--- src/rtl/rtc_pkg.sv ---
// rtc_pkg: BCD limits and helpers shared by the real-time clock files
package rtc_pkg;
    localparam logic [7:0] H12_MAX = 8'h12;
    localparam logic [7:0] H24_MAX = 8'h23;
    localparam logic [7:0] MS_MAX  = 8'h59;

    function automatic logic bcd_valid(input logic [7:0] v, input logic [7:0] max);
        return v[3:0] <= 4'd9 && v[7:4] <= 4'd9 && v <= max;
    endfunction

    function automatic logic hh_is_pm_24(input logic [7:0] h);
        return h >= 8'h12;
    endfunction

    function automatic logic [7:0] bcd_inc(input logic [7:0] v);
        return v[3:0] == 4'd9 ? {v[7:4] + 4'd1, 4'd0} : v + 8'd1;
    endfunction

    function automatic int presc_w(input int div);
        return $clog2(div + 1);
    endfunction
endpackage

--- src/rtl/bcd_digit_pair.sv ---
// bcd_digit_pair: two-digit BCD counter wrapping to 00 after max, with load
module bcd_digit_pair
    import rtc_pkg::*;
(
    input  logic       clk,
    input  logic       reset,
    input  logic       inc,
    input  logic       ld,
    input  logic [7:0] ld_val,
    input  logic [7:0] max,
    output logic [7:0] q,
    output logic [7:0] nxt,
    output logic       carry_out
);
    assign carry_out = inc && q == max;
    assign nxt = ld ? ld_val : carry_out ? 8'h00 : inc ? bcd_inc(q) : q;

    always_ff @(posedge clk)
        q <= reset ? 8'h00 : nxt;
endmodule

--- src/rtl/bcd_rtc_clock.sv ---
// bcd_rtc_clock: BCD hh:mm:ss clock with 12/24 h mode, prescaler, checked load and alarm
module bcd_rtc_clock
    import rtc_pkg::*;
#(
    parameter int TICK_DIV   = 1,
    parameter bit MODE24_RST = 1'b0
) (
    input  logic       clk,
    input  logic       reset,
    input  logic       ena,
    input  logic       load,
    input  logic       load_mode24,
    input  logic [7:0] load_hh,
    input  logic [7:0] load_mm,
    input  logic [7:0] load_ss,
    input  logic       load_pm,
    input  logic       alarm_wr,
    input  logic       alarm_arm,
    input  logic [7:0] alarm_hh,
    input  logic [7:0] alarm_mm,
    input  logic       alarm_pm,
    output logic       mode24,
    output logic       pm,
    output logic [7:0] hh,
    output logic [7:0] mm,
    output logic [7:0] ss,
    output logic       sec_tick,
    output logic       load_err,
    output logic       alarm_hit
);
    localparam int PW = presc_w(TICK_DIV);

    logic [PW-1:0] presc;
    logic          load_ok, adv, ss_c, mm_c, pm_n, hit_n;
    logic [7:0]    ss_n, mm_n, hh_n, hh_wrap;
    logic          al_arm, al_pm;
    logic [7:0]    al_hh, al_mm;

    assign load_ok = load && bcd_valid(load_mm, MS_MAX) && bcd_valid(load_ss, MS_MAX)
        && (load_mode24 ? bcd_valid(load_hh, H24_MAX)
                        : bcd_valid(load_hh, H12_MAX) && load_hh != 8'h00);
    assign adv = ena && !load && presc == PW'(TICK_DIV - 1);

    bcd_digit_pair u_ss (
        .clk(clk), .reset(reset), .inc(adv), .ld(load_ok), .ld_val(load_ss),
        .max(MS_MAX), .q(ss), .nxt(ss_n), .carry_out(ss_c)
    );

    bcd_digit_pair u_mm (
        .clk(clk), .reset(reset), .inc(ss_c), .ld(load_ok), .ld_val(load_mm),
        .max(MS_MAX), .q(mm), .nxt(mm_n), .carry_out(mm_c)
    );

    // 12 h hours run 12,01..11; pm flips only on the 11 -> 12 step
    always_comb begin
        hh_wrap = mode24 ? (hh == H24_MAX ? 8'h00 : bcd_inc(hh))
                         : (hh == H12_MAX ? 8'h01 : bcd_inc(hh));
        hh_n    = load_ok ? load_hh : mm_c ? hh_wrap : hh;
        pm_n    = load_ok ? (load_mode24 ? hh_is_pm_24(load_hh) : load_pm)
                : !mm_c   ? pm
                : mode24  ? hh_is_pm_24(hh_wrap) : pm ^ (hh == 8'h11);
        hit_n   = adv && al_arm && ss_n == 8'h00 && mm_n == al_mm && hh_n == al_hh
                && (mode24 || pm_n == al_pm);
    end

    always_ff @(posedge clk) begin
        if (reset) begin
            mode24    <= MODE24_RST;
            hh        <= MODE24_RST ? 8'h00 : H12_MAX;
            pm        <= 1'b0;
            presc     <= '0;
            al_arm    <= 1'b0;
            al_pm     <= 1'b0;
            al_hh     <= 8'h00;
            al_mm     <= 8'h00;
            sec_tick  <= 1'b0;
            load_err  <= 1'b0;
            alarm_hit <= 1'b0;
        end else begin
            if (load_ok)
                mode24 <= load_mode24;
            hh    <= hh_n;
            pm    <= pm_n;
            presc <= load_ok ? '0 : (ena && !load) ? (adv ? '0 : presc + 1'b1) : presc;
            if (alarm_wr) begin
                al_arm <= alarm_arm;
                al_pm  <= alarm_pm;
                al_hh  <= alarm_hh;
                al_mm  <= alarm_mm;
            end
            sec_tick  <= adv;
            load_err  <= load && !load_ok;
            alarm_hit <= hit_n;
        end
    end
endmodule

--- config.mk ---
export PLATFORM = sky130hd
export DESIGN_NAME = bcd_rtc_clock
export DESIGN_NICKNAME = d
export VERILOG_FILES = /design/src/rtl/rtc_pkg.sv /design/src/rtl/bcd_digit_pair.sv /design/src/rtl/bcd_rtc_clock.sv
export SDC_FILE = /design/constraint.sdc
export NUM_CORES = 1
export LEC_CHECK = 0
export CAP_MARGIN = 30
export CORE_ASPECT_RATIO = 0.7
export CORE_MARGIN = 5
export CORE_UTILIZATION = 35
export DETAILED_ROUTE_END_ITERATION = 10
export GPL_TIMING_DRIVEN = 1
export PLACE_DENSITY_LB_ADDON = 0.1
export SYNTH_ARGS = -nofsm -noshare
export SYNTH_HDL_FRONTEND = slang
export SYNTH_SLANG_ARGS = --single-unit
export TNS_END_PERCENT = 50
--- constraint.sdc ---
create_clock -name clk -period 3 [get_ports clk]
set_input_delay 0.6 -clock clk [delete_from_list [all_inputs] [get_ports clk]]
set_output_delay 0.6 -clock clk [all_outputs]
set_load 0.05 [all_outputs]
* Yosys cells after proc, flatten, opt, wreduce, memory -nomap -nowiden
Index checks and enable logic that the tools add are counted.
** Operators by class
- Add/subtract/negate cells :: 7
- Multiply operators :: 0
- Div/mod/pow operators :: 0
- $lt $le $gt $ge :: 12
- Eq/ne operators :: 11
- Shift operators :: 0
- Multiplexer cells :: 20
- Bitwise gates (word level) :: 2
- Reduce and logical (&&, ||, !) cells :: 27
** Operators with widths (number)
- 2-to-1 mux 8 bit :: 14
- adder 8 x 1 -> 8 bit (second input constant) :: 3
- <= comparator 4 bit (second input constant) :: 6
- logical AND 1 bit :: 21
- equality test 8 x 5 -> 1 bit (second input constant) :: 2
- equality test 8 x 7 -> 1 bit (second input constant) :: 2
- equality test 8 bit :: 2
- greater-or-equal comparator 8 x 5 -> 1 bit (second input constant) :: 2
- <= comparator 8 x 7 -> 1 bit (second input constant) :: 2
- adder 4 x 1 -> 4 bit (second input constant) :: 3
- equality test 4 bit (second input constant) :: 3
- equality test 8 x 6 -> 1 bit (second input constant) :: 1
- <= comparator 8 x 5 -> 1 bit (second input constant) :: 1
- <= comparator 8 x 6 -> 1 bit (second input constant) :: 1
- zero test 8 bit :: 1
- nonzero test 8 bit :: 1
- 2-to-1 mux 1 bit :: 6
- zero test 1 bit :: 2
- OR reduction 2 bit :: 1
- adder 1 bit (second input constant) :: 1
- equality test 1 bit :: 1
- logical OR 1 bit :: 1
- inverter 1 bit :: 1
- XOR 1 bit :: 1
** Word-level totals
- Register bits after elaboration :: 48
- Latch bits :: 0
- Memory bits (writable) :: 0
- Memory bits (read-only) :: 0
- Bits of input ports :: 49
- Output and inout port bits :: 29
- Logic and storage cells :: 92
- Memories kept :: 0

* Longest topological paths before layout
Gate-level depths: netlist (run 1).
- Depth in word-level cells :: 12
- Gate-level depth with buffers :: 11
- Depth with buffers taken out :: 10

* By module
From an unflattened synthesis (run 1), not the netlist that was laid out.
** Unflattened totals
- Cells, all modules :: 392
- Area, all modules :: 3413.3 um^2
** By module, submodules not included
- bcd_rtc_clock :: times used 1, cells each 232, area each 2009.4 um^2, seq. area each 640.6 um^2
- bcd_digit_pair :: times used 2, cells each 80, area each 701.9 um^2, seq. area each 160.2 um^2

* Least setup slack after synthesis (run 1)
Ideal clock, no wire load.
- Path type :: reg2reg
- From :: register u_ss.q[4]
- To :: register alarm_hit
- Setup time :: 0.087 ns
- Data arrival time :: 3.058 ns
- Data required time :: 2.913 ns
- Setup slack :: -0.145 ns
- Stages on the path, launching flop included :: 10
- Path buffers :: 0
- Period minus slack after synthesis :: 3.145 ns
- Cells stage by stage :: dfxtp_1 -> ha_1 -> nand3b_1 -> or3_4 -> or3_1 -> a22oi_1 -> a21oi_2 -> xnor2_1 -> or4_4 -> nor4b_4
** On the way
- Longest elaborated chain between the ends :: 10
- Elaborated cells on any way between the ends :: 25
- Classes of those cells :: 2 x add/sub; 4 x eq/ne; 11 x mux; 8 x reduce/logical
** Ends and longest elaborated chain
- from (decl) :: RTL line bcd_digit_pair.sv:11 : output logic [7:0] q,
- from (signal assigned) :: RTL line bcd_digit_pair.sv:19 : q <= reset ? 8'h00 : nxt;
- adder 8 x 1 -> 8 bit or adder 4 x 1 -> 4 bit (tied branches) :: RTL line rtc_pkg.sv:16 : return v[3:0] == 4'd9 ? {v[7:4] + 4'd1, 4'd0} : v + 8'd1;
- 2-to-1 mux 8 bit :: RTL line rtc_pkg.sv:16
- 2-to-1 mux 8 bit (3 in a row) :: RTL line bcd_digit_pair.sv:16 : assign nxt = ld ? ld_val : carry_out ? 8'h00 : inc ? bcd_inc(q) : q;
- zero test 8 bit :: RTL line bcd_rtc_clock.sv:62 : hit_n = adv && al_arm && ss_n == 8'h00 && mm_n == al_mm && hh_n == al_hh
- logical AND 1 bit (3 in a row) :: RTL line bcd_rtc_clock.sv:62
- logical AND 1 bit * :: RTL line bcd_rtc_clock.sv:63 : && (mode24 || pm_n == al_pm);
- to (signal assigned) :: RTL line bcd_rtc_clock.sv:93 : alarm_hit <= hit_n;
- to (decl) :: RTL line bcd_rtc_clock.sv:29 : output logic alarm_hit
Every way passes the cells marked *; elsewhere a longest branch is shown, timed or not.
A chain may end at the register's enable or synchronous reset.

* Worst setup path after layout (run 1)
- From :: input load_hh[1]
- To :: register alarm_hit
** On the way
- Longest elaborated chain between the ends :: 12
- Elaborated cells on any way between the ends :: 25
- Classes of those cells :: 4 x order compare; 3 x eq/ne; 6 x mux; 12 x reduce/logical
** Ends and longest elaborated chain
- from (decl) :: RTL line bcd_rtc_clock.sv:13 : input logic [7:0] load_hh,
- parallel branches: the longest is 11 deep, another holds <= comparator 8 x 5 -> 1 bit
- logical AND 1 bit * :: RTL line bcd_rtc_clock.sv:63
Mark *: on every way between the ends.

==> results_tabular.tex, run 1 <==
\begin{tabular}{lr}
\hline
Metric & Value \\
\hline
\multicolumn{2}{l}{\textbf{Die}} \\
Core outline area & 0.00957 sq mm \\
I/O pins & 78 \\
DIE WIDTH & 128 microns \\
Total die area & 0.0118 sq mm \\
Initial core utilization & 0.355 \\
Core Rows & 30 \\
Vertical extent of the die & 92.4 microns \\
\multicolumn{2}{l}{\textbf{Detailed routing}} \\
Final WL & 13100 microns \\
Average wire per cell in the routed design & 17.8 microns \\
Remaining number of nets flagged by the antenna check after routing & 0 \\
Remaining routing DRC violations & 0 \\
First-pass iteration count of the detailed router & 5 \\
Drt initial violations & 465 \\
Via count normalized by instance count & 5.43 \\
Via count & 3983 \\
\multicolumn{2}{l}{\textbf{Synthesis}} \\
Arithmetic-cell share of the synthesized area counting full adders, half adders and majority gates & 0.0332 \\
Flops \& latches, synth & 48 \\
Main flop type after synthesis & sky130\_fd\_sc\_hd\_\_dfxtp\_1 \\
Mean cell area of the mapped netlist & 7.95 sq um \\
Synth Area in XOR/XNOR & 0.0516 \\
Number of warnings reported in the yosys synthesis log & 0 \\
Number of enable-type register cells in the synthesized netlist & 0 \\
Total nets after synthesis & 485 \\
Sequential cell area fraction in the yosys report & 0.283 \\
Main combinational cell family by area after synthesis & simple AND/OR/NAND/NOR gates \\
Netlist area before placement & 0.00339 sq mm \\
Proportion of synthesized flip-flops having asynchronous set or reset & 0 \\
Number of distinct library cell variants in the gate-level netlist after synthesis & 68 \\
Number of cells produced by synthesis & 427 \\
Compound-cell area share of the yosys netlist & 0.224 \\
Simple-gate share of the synthesized area & 0.280 \\
Proportion of synthesized area in mux cells & 0.0774 \\
\multicolumn{2}{l}{\textbf{Placement}} \\
GPL Wtd Cong & 0.943 \\
Setup slack at placement & -0.664 ns \\
Sum of net half-perimeters after detailed placement & 10100 microns \\
Instance area at placement & 0.00504 sq mm \\
Count of input and output buffers & 77 \\
Cells after DPL & 713 \\
\multicolumn{2}{l}{\textbf{Final layout}} \\
Top library cells by usage in the layout, fill and taps aside & sky130\_fd\_sc\_hd\_\_buf\_4 (115), sky130\_fd\_sc\_hd\_\_clkdlybuf4s50\_1 (61), sky130\_fd\_sc\_hd\_\_nor2\_1 (48) \\
Non-filler instance count after layout & 734 \\
Net count, final & 663 \\
ANT cells & 0 \\
Leading cell type in the layout, fill and taps excluded & sky130\_fd\_sc\_hd\_\_buf\_4 \\
Final design area excluding fillers & 0.00553 sq mm \\
Area growth, synth to finish & 62.9\% \\
Filler Cells Inserted & 910 \\
Share of cells above drive strength 1 & 0.309 \\
\multicolumn{2}{l}{\textbf{Critical path}} \\
Critical-path maximum fanout & 5 \\
Startpoint of the most critical setup path & load\_hh[1] \\
Required time reported for the critical path endpoint & 3.21 ns \\
Worst Path Arrival & 3.17 ns \\
Capturing element type of the critical path & flop \\
Setup CP Type & primary input to flop \\
Launch point of the worst reg-to-reg path & u\_mm.q[0]\$\_SDFF\_PP0\_ \\
Setup crit start kind & primary input \\
\multicolumn{2}{l}{\textbf{Pwr}} \\
PwrDens & 285 mW/mm\^{}2 \\
Cell leakage power & 2.27 nW \\
IR Drop Worst-Case VDD & 0.250 mV \\
\multicolumn{2}{l}{\textbf{Global routing}} \\
Met3 usage in global routing & 0.0553 \\
Number of global-route vias before repair & 3823 \\
Global-route wire length before repair & 20500 microns \\
Number of antenna violations at the first check in global routing & 0 \\
Grt total ovfl & 0 \\
Met1 usage & 0.336 \\
Overall fraction of global-route tracks in use & 0.218 \\
Met2 capacity usage during global routing & 0.299 \\
GR peak layer & met1 \\
Largest net degree at the start of global routing & 47 \\
\multicolumn{2}{l}{\textbf{Clock network}} \\
Clk sinks & 48 \\
Clock-pin slew reported for the worst setup and hold paths after clock tree synthesis & 0.07 ns \\
Maximum clock path buffer count & 2 \\
Number of CTS-inserted buffers & 5 \\
Root Buffer & sky130\_fd\_sc\_hd\_\_clkbuf\_16 \\
CTS HTree Levels & 2 \\
Clock latency at the later pin of the worst-skew pair & 0.30 ns \\
CTS tree & done \\
\multicolumn{2}{l}{\textbf{Status}} \\
Run status & complete, no violations \\
\multicolumn{2}{l}{\textbf{STA}} \\
Tmin final & 2.96 ns \\
Clock skew after layout & 0.00511 ns \\
Part of the cycle the worst path needs & 0.987 \\
Number of failing setup endpoints in the final timing report & 0 \\
Worst slew pin tran & 0.538 ns \\
Setup ws final & 0.0397 ns \\
Hold Worst Slack & 0.524 ns \\
Highest achievable clock rate & 338 MHz \\
Max Transition Viols Final & 0 \\
Max\_slew headroom & 0.640 \\
Final-report hold violation count & 0 \\
\multicolumn{2}{l}{\textbf{Worst hold path}} \\
Worst min-delay path startpoint & presc\$\_SDFFE\_PP0P\_ \\
Hold Crit Class & flop to flop \\
\multicolumn{2}{l}{\textbf{Run}} \\
Max cap viols & 0 \\
\hline
\end{tabular}
## report_power, final
group / leakage [nW] / internal (mW) / switching [mW]
sequential: 0.393 / 0.656 / 0.0214
clock: 0.0772 / 0.334 / 0.267
combinational: 1.80 / 0.159 / 0.139
## what timing repair did
| action | in CTS | in global routing |
|---|---|---|
| setup buffers | 8 | 5 |
| pin swaps | 17 | 24 |
| hold buffers | 0 | 0 |
| setup endpoints to repair | 1 | 1 |
| resized for setup | 37 | 38 |
## routing by layer
layer	share of wire	up-vias
li1	-	1943
met1	0.49	1856
met2	0.41	167
met3	0.086	17
met4	0.013	0
met5	0	-
## cell type report
class | instances | area, sq um | area share
clock buffer | 6 | 139 | 0.0251
inverter | 15 | 56.3 | 0.0102
timing repair buffer | 198 | 1710 | 0.309
multi-input combinational | 337 | 2490 | 0.450
sequential | 48 | 966 | 0.175
clock inverter | 2 | 13.8 | 0.00249
tap | 128 | 160 | 0.0290
## cell families after synthesis
family,after synthesis
xor+xnor,20
compound gates,106
mux,26
fa+ha+maj,9
flops,48
simple gates,176
buf+inv,42
## through the flow
step           TNS (ns)   util  power, mW
5_1_grt         -0.0277  0.578       1.64
4_1_cts               0  0.563       1.58
3_3_place_gp      -1.25  0.526      0.966
3_5_place_dp      -1.69  0.526      0.968
2_1_floorplan         0      -      0.809
6_report              0  0.578       1.58
## cell usage after synthesis, types with 9 or more instances
cell / n / area share
sky130_fd_sc_hd__a211oi_1: 10 / 0.022
sky130_fd_sc_hd__a21oi_1: 20 / 0.029
sky130_fd_sc_hd__clkbuf_1: 23 / 0.025
sky130_fd_sc_hd__dfxtp_1: 48 / 0.28
sky130_fd_sc_hd__ha_1: 9 / 0.033
sky130_fd_sc_hd__inv_1: 15 / 0.017
sky130_fd_sc_hd__mux2i_1: 24 / 0.071
sky130_fd_sc_hd__nand2_1: 26 / 0.029
sky130_fd_sc_hd__nand3_1: 15 / 0.022
sky130_fd_sc_hd__nor2_1: 49 / 0.054
sky130_fd_sc_hd__nor3_1: 25 / 0.037
sky130_fd_sc_hd__o21ai_0: 15 / 0.022
sky130_fd_sc_hd__xnor2_1: 9 / 0.023
sky130_fd_sc_hd__xor2_1: 11 / 0.028
## worst max-delay path: stages
cell and delay, ns:
sky130_fd_sc_hd__clkbuf_2 0.09, sky130_fd_sc_hd__or3_4 0.38, sky130_fd_sc_hd__or3_4 0.35, sky130_fd_sc_hd__buf_6 0.13, sky130_fd_sc_hd__o211ai_1 0.32, sky130_fd_sc_hd__nor2_4 0.08, sky130_fd_sc_hd__buf_6 0.15, sky130_fd_sc_hd__a21oi_4 0.16
sky130_fd_sc_hd__xnor2_2 0.09, sky130_fd_sc_hd__or4_4 0.56, sky130_fd_sc_hd__nor4b_4 0.27
## sequential cells by signal, summed over array words and instances, names as in the netlist, 8 cells and up
signal / cells
u_ss.q: 8
u_mm.q: 8
al_mm: 8
al_hh: 8
hh: 8
## final timing paths
path	endpoint	slack [ns]	depth (start not counted)
worst max register to register	alarm_hit$_SDFF_PP0_	0.10	9
worst min register to register	presc$_SDFFE_PP0P_	0.52	2
worst max-delay path	alarm_hit$_SDFF_PP0_	0.04	11
worst min-delay path	presc$_SDFFE_PP0P_	0.52	2
Power figures use the tool's default switching activity.
==> inputs of run 2 (changes only) <==
--- a/config.mk
+++ b/config.mk
@@ -7,7 +7,7 @@
 export LEC_CHECK = 0
 export CAP_MARGIN = 30
 export CORE_ASPECT_RATIO = 0.7
-export CORE_MARGIN = 5
+export CORE_MARGIN = 2
 export CORE_UTILIZATION = 35
 export DETAILED_ROUTE_END_ITERATION = 10
 export GPL_TIMING_DRIVEN = 1
==> run 2 against run 1 <==
Sequential power barely moved. Power rose by 1.1%. Clock-buffer cell count did not move. Fmax fell by 1.2%. Combinational power rose by 5%. Final cell count fell by 0.27%. Utilization fell by 0.58 points. Global-route usage rose by 2.8 points. Die area fell by 11%. Worst setup slack got worse by 0.037 ns. Hold slack got worse by 0.023 ns.
==> results_tabular.tex, run 2 (synthesis gave the netlist of run 1 again) <==
\begin{tabular}{lr}
\hline
Metric & Value \\
\hline
\multicolumn{2}{l}{\textbf{Status}} \\
Run status & complete, no violations \\
\multicolumn{2}{l}{\textbf{Detailed routing}} \\
Remaining routing DRC violations & 0 \\
Average wire per cell in the routed design & 17.5 microns \\
Detailed-routing wirelength on met1 & 6470 microns \\
Drt initial violations & 345 \\
First-pass iteration count of the detailed router & 5 \\
Via count normalized by instance count & 5.39 \\
Metal3 WL & 967 microns \\
Routed length on met2 & 5270 microns \\
Uppermost signal routing layer after detailed routing & met4 \\
Via count & 3947 \\
Remaining number of nets flagged by the antenna check after routing & 0 \\
Final WL & 12800 microns \\
\multicolumn{2}{l}{\textbf{Die}} \\
Core outline area & 0.00957 sq mm \\
DIE WIDTH & 122 microns \\
Core Rows & 30 \\
Initial core utilization & 0.355 \\
Vertical extent of the die & 86.4 microns \\
I/O pins & 78 \\
Total die area & 0.0105 sq mm \\
\multicolumn{2}{l}{\textbf{STA}} \\
Hold Worst Slack & 0.501 ns \\
Highest achievable clock rate & 334 MHz \\
Final-report hold violation count & 0 \\
Part of the cycle the worst path needs & 0.999 \\
Clock skew after layout & 0.00998 ns \\
Tmin final & 3.00 ns \\
Max Transition Viols Final & 0 \\
Unrepaired setup endpoints after global routing & true \\
Max\_slew headroom & 0.649 \\
Worst slew pin tran & 0.527 ns \\
Number of failing setup endpoints in the final timing report & 0 \\
\multicolumn{2}{l}{\textbf{Run}} \\
Max cap viols & 0 \\
\multicolumn{2}{l}{\textbf{Final layout}} \\
Filler Cells Inserted & 975 \\
Net count, final & 661 \\
Area growth, synth to finish & 61.3\% \\
Top library cells by usage in the layout, fill and taps aside & sky130\_fd\_sc\_hd\_\_buf\_4 (113), sky130\_fd\_sc\_hd\_\_clkdlybuf4s50\_1 (62), sky130\_fd\_sc\_hd\_\_nor2\_1 (49) \\
Final design area excluding fillers & 0.00547 sq mm \\
ANT cells & 0 \\
Share of cells above drive strength 1 & 0.300 \\
Leading cell type in the layout, fill and taps excluded & sky130\_fd\_sc\_hd\_\_buf\_4 \\
\multicolumn{2}{l}{\textbf{Global routing}} \\
Global-route wire length before repair & 20200 microns \\
Overall fraction of global-route tracks in use & 0.246 \\
Largest net degree at the start of global routing & 47 \\
Grt total ovfl & 0 \\
Number of global-route vias before repair & 3767 \\
Number of antenna violations at the first check in global routing & 0 \\
\multicolumn{2}{l}{\textbf{Critical path}} \\
List of cells traversed by the critical path & buf\_8 > or3b\_4 > or3\_4 > or3\_4 > a22oi\_2 > a21oi\_4 > xnor2\_2 > or4\_4 > nor4b\_4 \\
Required time reported for the critical path endpoint & 3.21 ns \\
Launch point of the worst reg-to-reg path & presc\$\_SDFFE\_PP0P\_ \\
Crit-path leading delay family & simple AND/OR/NAND/NOR gates \\
Startpoint of the most critical setup path & load \\
Buffers \& Inverters on Critical Path & 1 \\
Critical-path maximum fanout & 6 \\
Largest stage delay on the critical path & 0.54 ns \\
Setup crit start kind & primary input \\
Cell type with the highest occurrence count on the critical path & sky130\_fd\_sc\_hd\_\_or3\_4 \\
Capturing element type of the critical path & flop \\
Crit path capture & alarm\_hit\$\_SDFF\_PP0\_ \\
Setup CP Type & primary input to flop \\
Number of logic stages on the critical path including buffering & 9 \\
Logic depth of the worst register-to-register path & 8 \\
FF-to-FF End & alarm\_hit\$\_SDFF\_PP0\_ \\
FF-to-FF setup slack & 0.03 ns \\
Worst Path Arrival & 3.20 ns \\
Slowest cell on crit path & sky130\_fd\_sc\_hd\_\_or4\_4 \\
\multicolumn{2}{l}{\textbf{Placement}} \\
Instance area at placement & 0.00499 sq mm \\
Count of input and output buffers & 77 \\
Sum of net half-perimeters after detailed placement & 9700 microns \\
GPL Wtd Cong & 0.916 \\
\multicolumn{2}{l}{\textbf{Clock network}} \\
CTS HTree Levels & 2 \\
Clock-pin slew reported for the worst setup and hold paths after clock tree synthesis & 0.07 ns \\
Hold buffer count at cts & 0 \\
Root Buffer & sky130\_fd\_sc\_hd\_\_clkbuf\_16 \\
Maximum clock path buffer count & 2 \\
CTS tree & done \\
Number of CTS-inserted buffers & 5 \\
Clk sinks & 48 \\
Clock latency at the later pin of the worst-skew pair & 0.30 ns \\
\multicolumn{2}{l}{\textbf{Pwr}} \\
PwrDens & 291 mW/mm\^{}2 \\
Cell leakage power & 2.25 nW \\
IR Drop Worst-Case VDD & 0.257 mV \\
\multicolumn{2}{l}{\textbf{Worst hold path}} \\
Hold Crit Class & flop to flop \\
\hline
\end{tabular}
==> run 2: metal layers <==
| layer | up-vias | GRT usage |
|---|---|---|
| li1 | 1933 | - |
| met1 | 1833 | 0.380 |
| met2 | 171 | 0.359 |
| met3 | 10 | 0.0395 |
| met4 | 0 | 0.0481 |
| met5 | - | 0 |
==> run 2: worst min path at each step <==
stage / to / startpoint / slack (ns) / depth (start not counted)
4_1_cts: presc$_SDFFE_PP0P_ / presc$_SDFFE_PP0P_ / 0.50 / 2
3_3_place_gp: presc$_SDFFE_PP0P_ / presc$_SDFFE_PP0P_ / 0.47 / 2
2_1_floorplan: presc$_SDFFE_PP0P_ / presc$_SDFFE_PP0P_ / 0.45 / 2
5_1_grt: presc$_SDFFE_PP0P_ / presc$_SDFFE_PP0P_ / 0.56 / 2
6_report: presc$_SDFFE_PP0P_ / presc$_SDFFE_PP0P_ / 0.50 / 2
3_5_place_dp: presc$_SDFFE_PP0P_ / presc$_SDFFE_PP0P_ / 0.47 / 2
==> run 2: timing repair <==
action,CTS,global route
pin swaps,20,22
endpoints found under the setup margin,1,1
setup buffers,5,12
gates resized for setup,37,36
==> run 2: stage by stage <==
| step | TNS (ns) | std cells | util | setup slack (ns) | power (mW) |
|---|---|---|---|---|---|
| 2_1_floorplan | 0 | 427 | - | 0.000266 | 0.809 |
| 3_3_place_gp | -1.15 | 707 | 0.521 | -0.625 | 0.966 |
| 3_5_place_dp | -1.32 | 707 | 0.521 | -0.649 | 0.968 |
| 4_1_cts | 0 | 720 | 0.554 | 0.000648 | 1.59 |
| 5_1_grt | -0.0275 | 732 | 0.572 | -0.0275 | 1.66 |
| 6_report | 0 | 732 | 0.572 | 0.00313 | 1.59 |
==> run 2: area by class of cell <==
class,instances,area (sq um),share of cell area
Multi-Input combinational cell,337,2440,0.447
Timing Repair Buffer,196,1690,0.309
Sequential cell,48,966,0.176
Tap cell,128,160,0.0293
Clock buffer,6,139,0.0254
Inverter,15,56.3,0.0103
Clock inverter,2,13.8,0.00251
==> run 2: power by group <==
group,total [mW],internal (mW),switching (mW)
sequential,0.676,0.655,0.0208
clock,0.604,0.334,0.270
combinational,0.313,0.173,0.140
==> run 2: worst reg2reg max path: cells and delay by family (launching register included) <==
family | cells | cell delay (ns)
AND/OR/NAND/NOR | 5 | 2.12
AO/OA/AOI/OAI | 2 | 0.29
XOR/XNOR | 1 | 0.15
flip-flops | 1 | 0.33
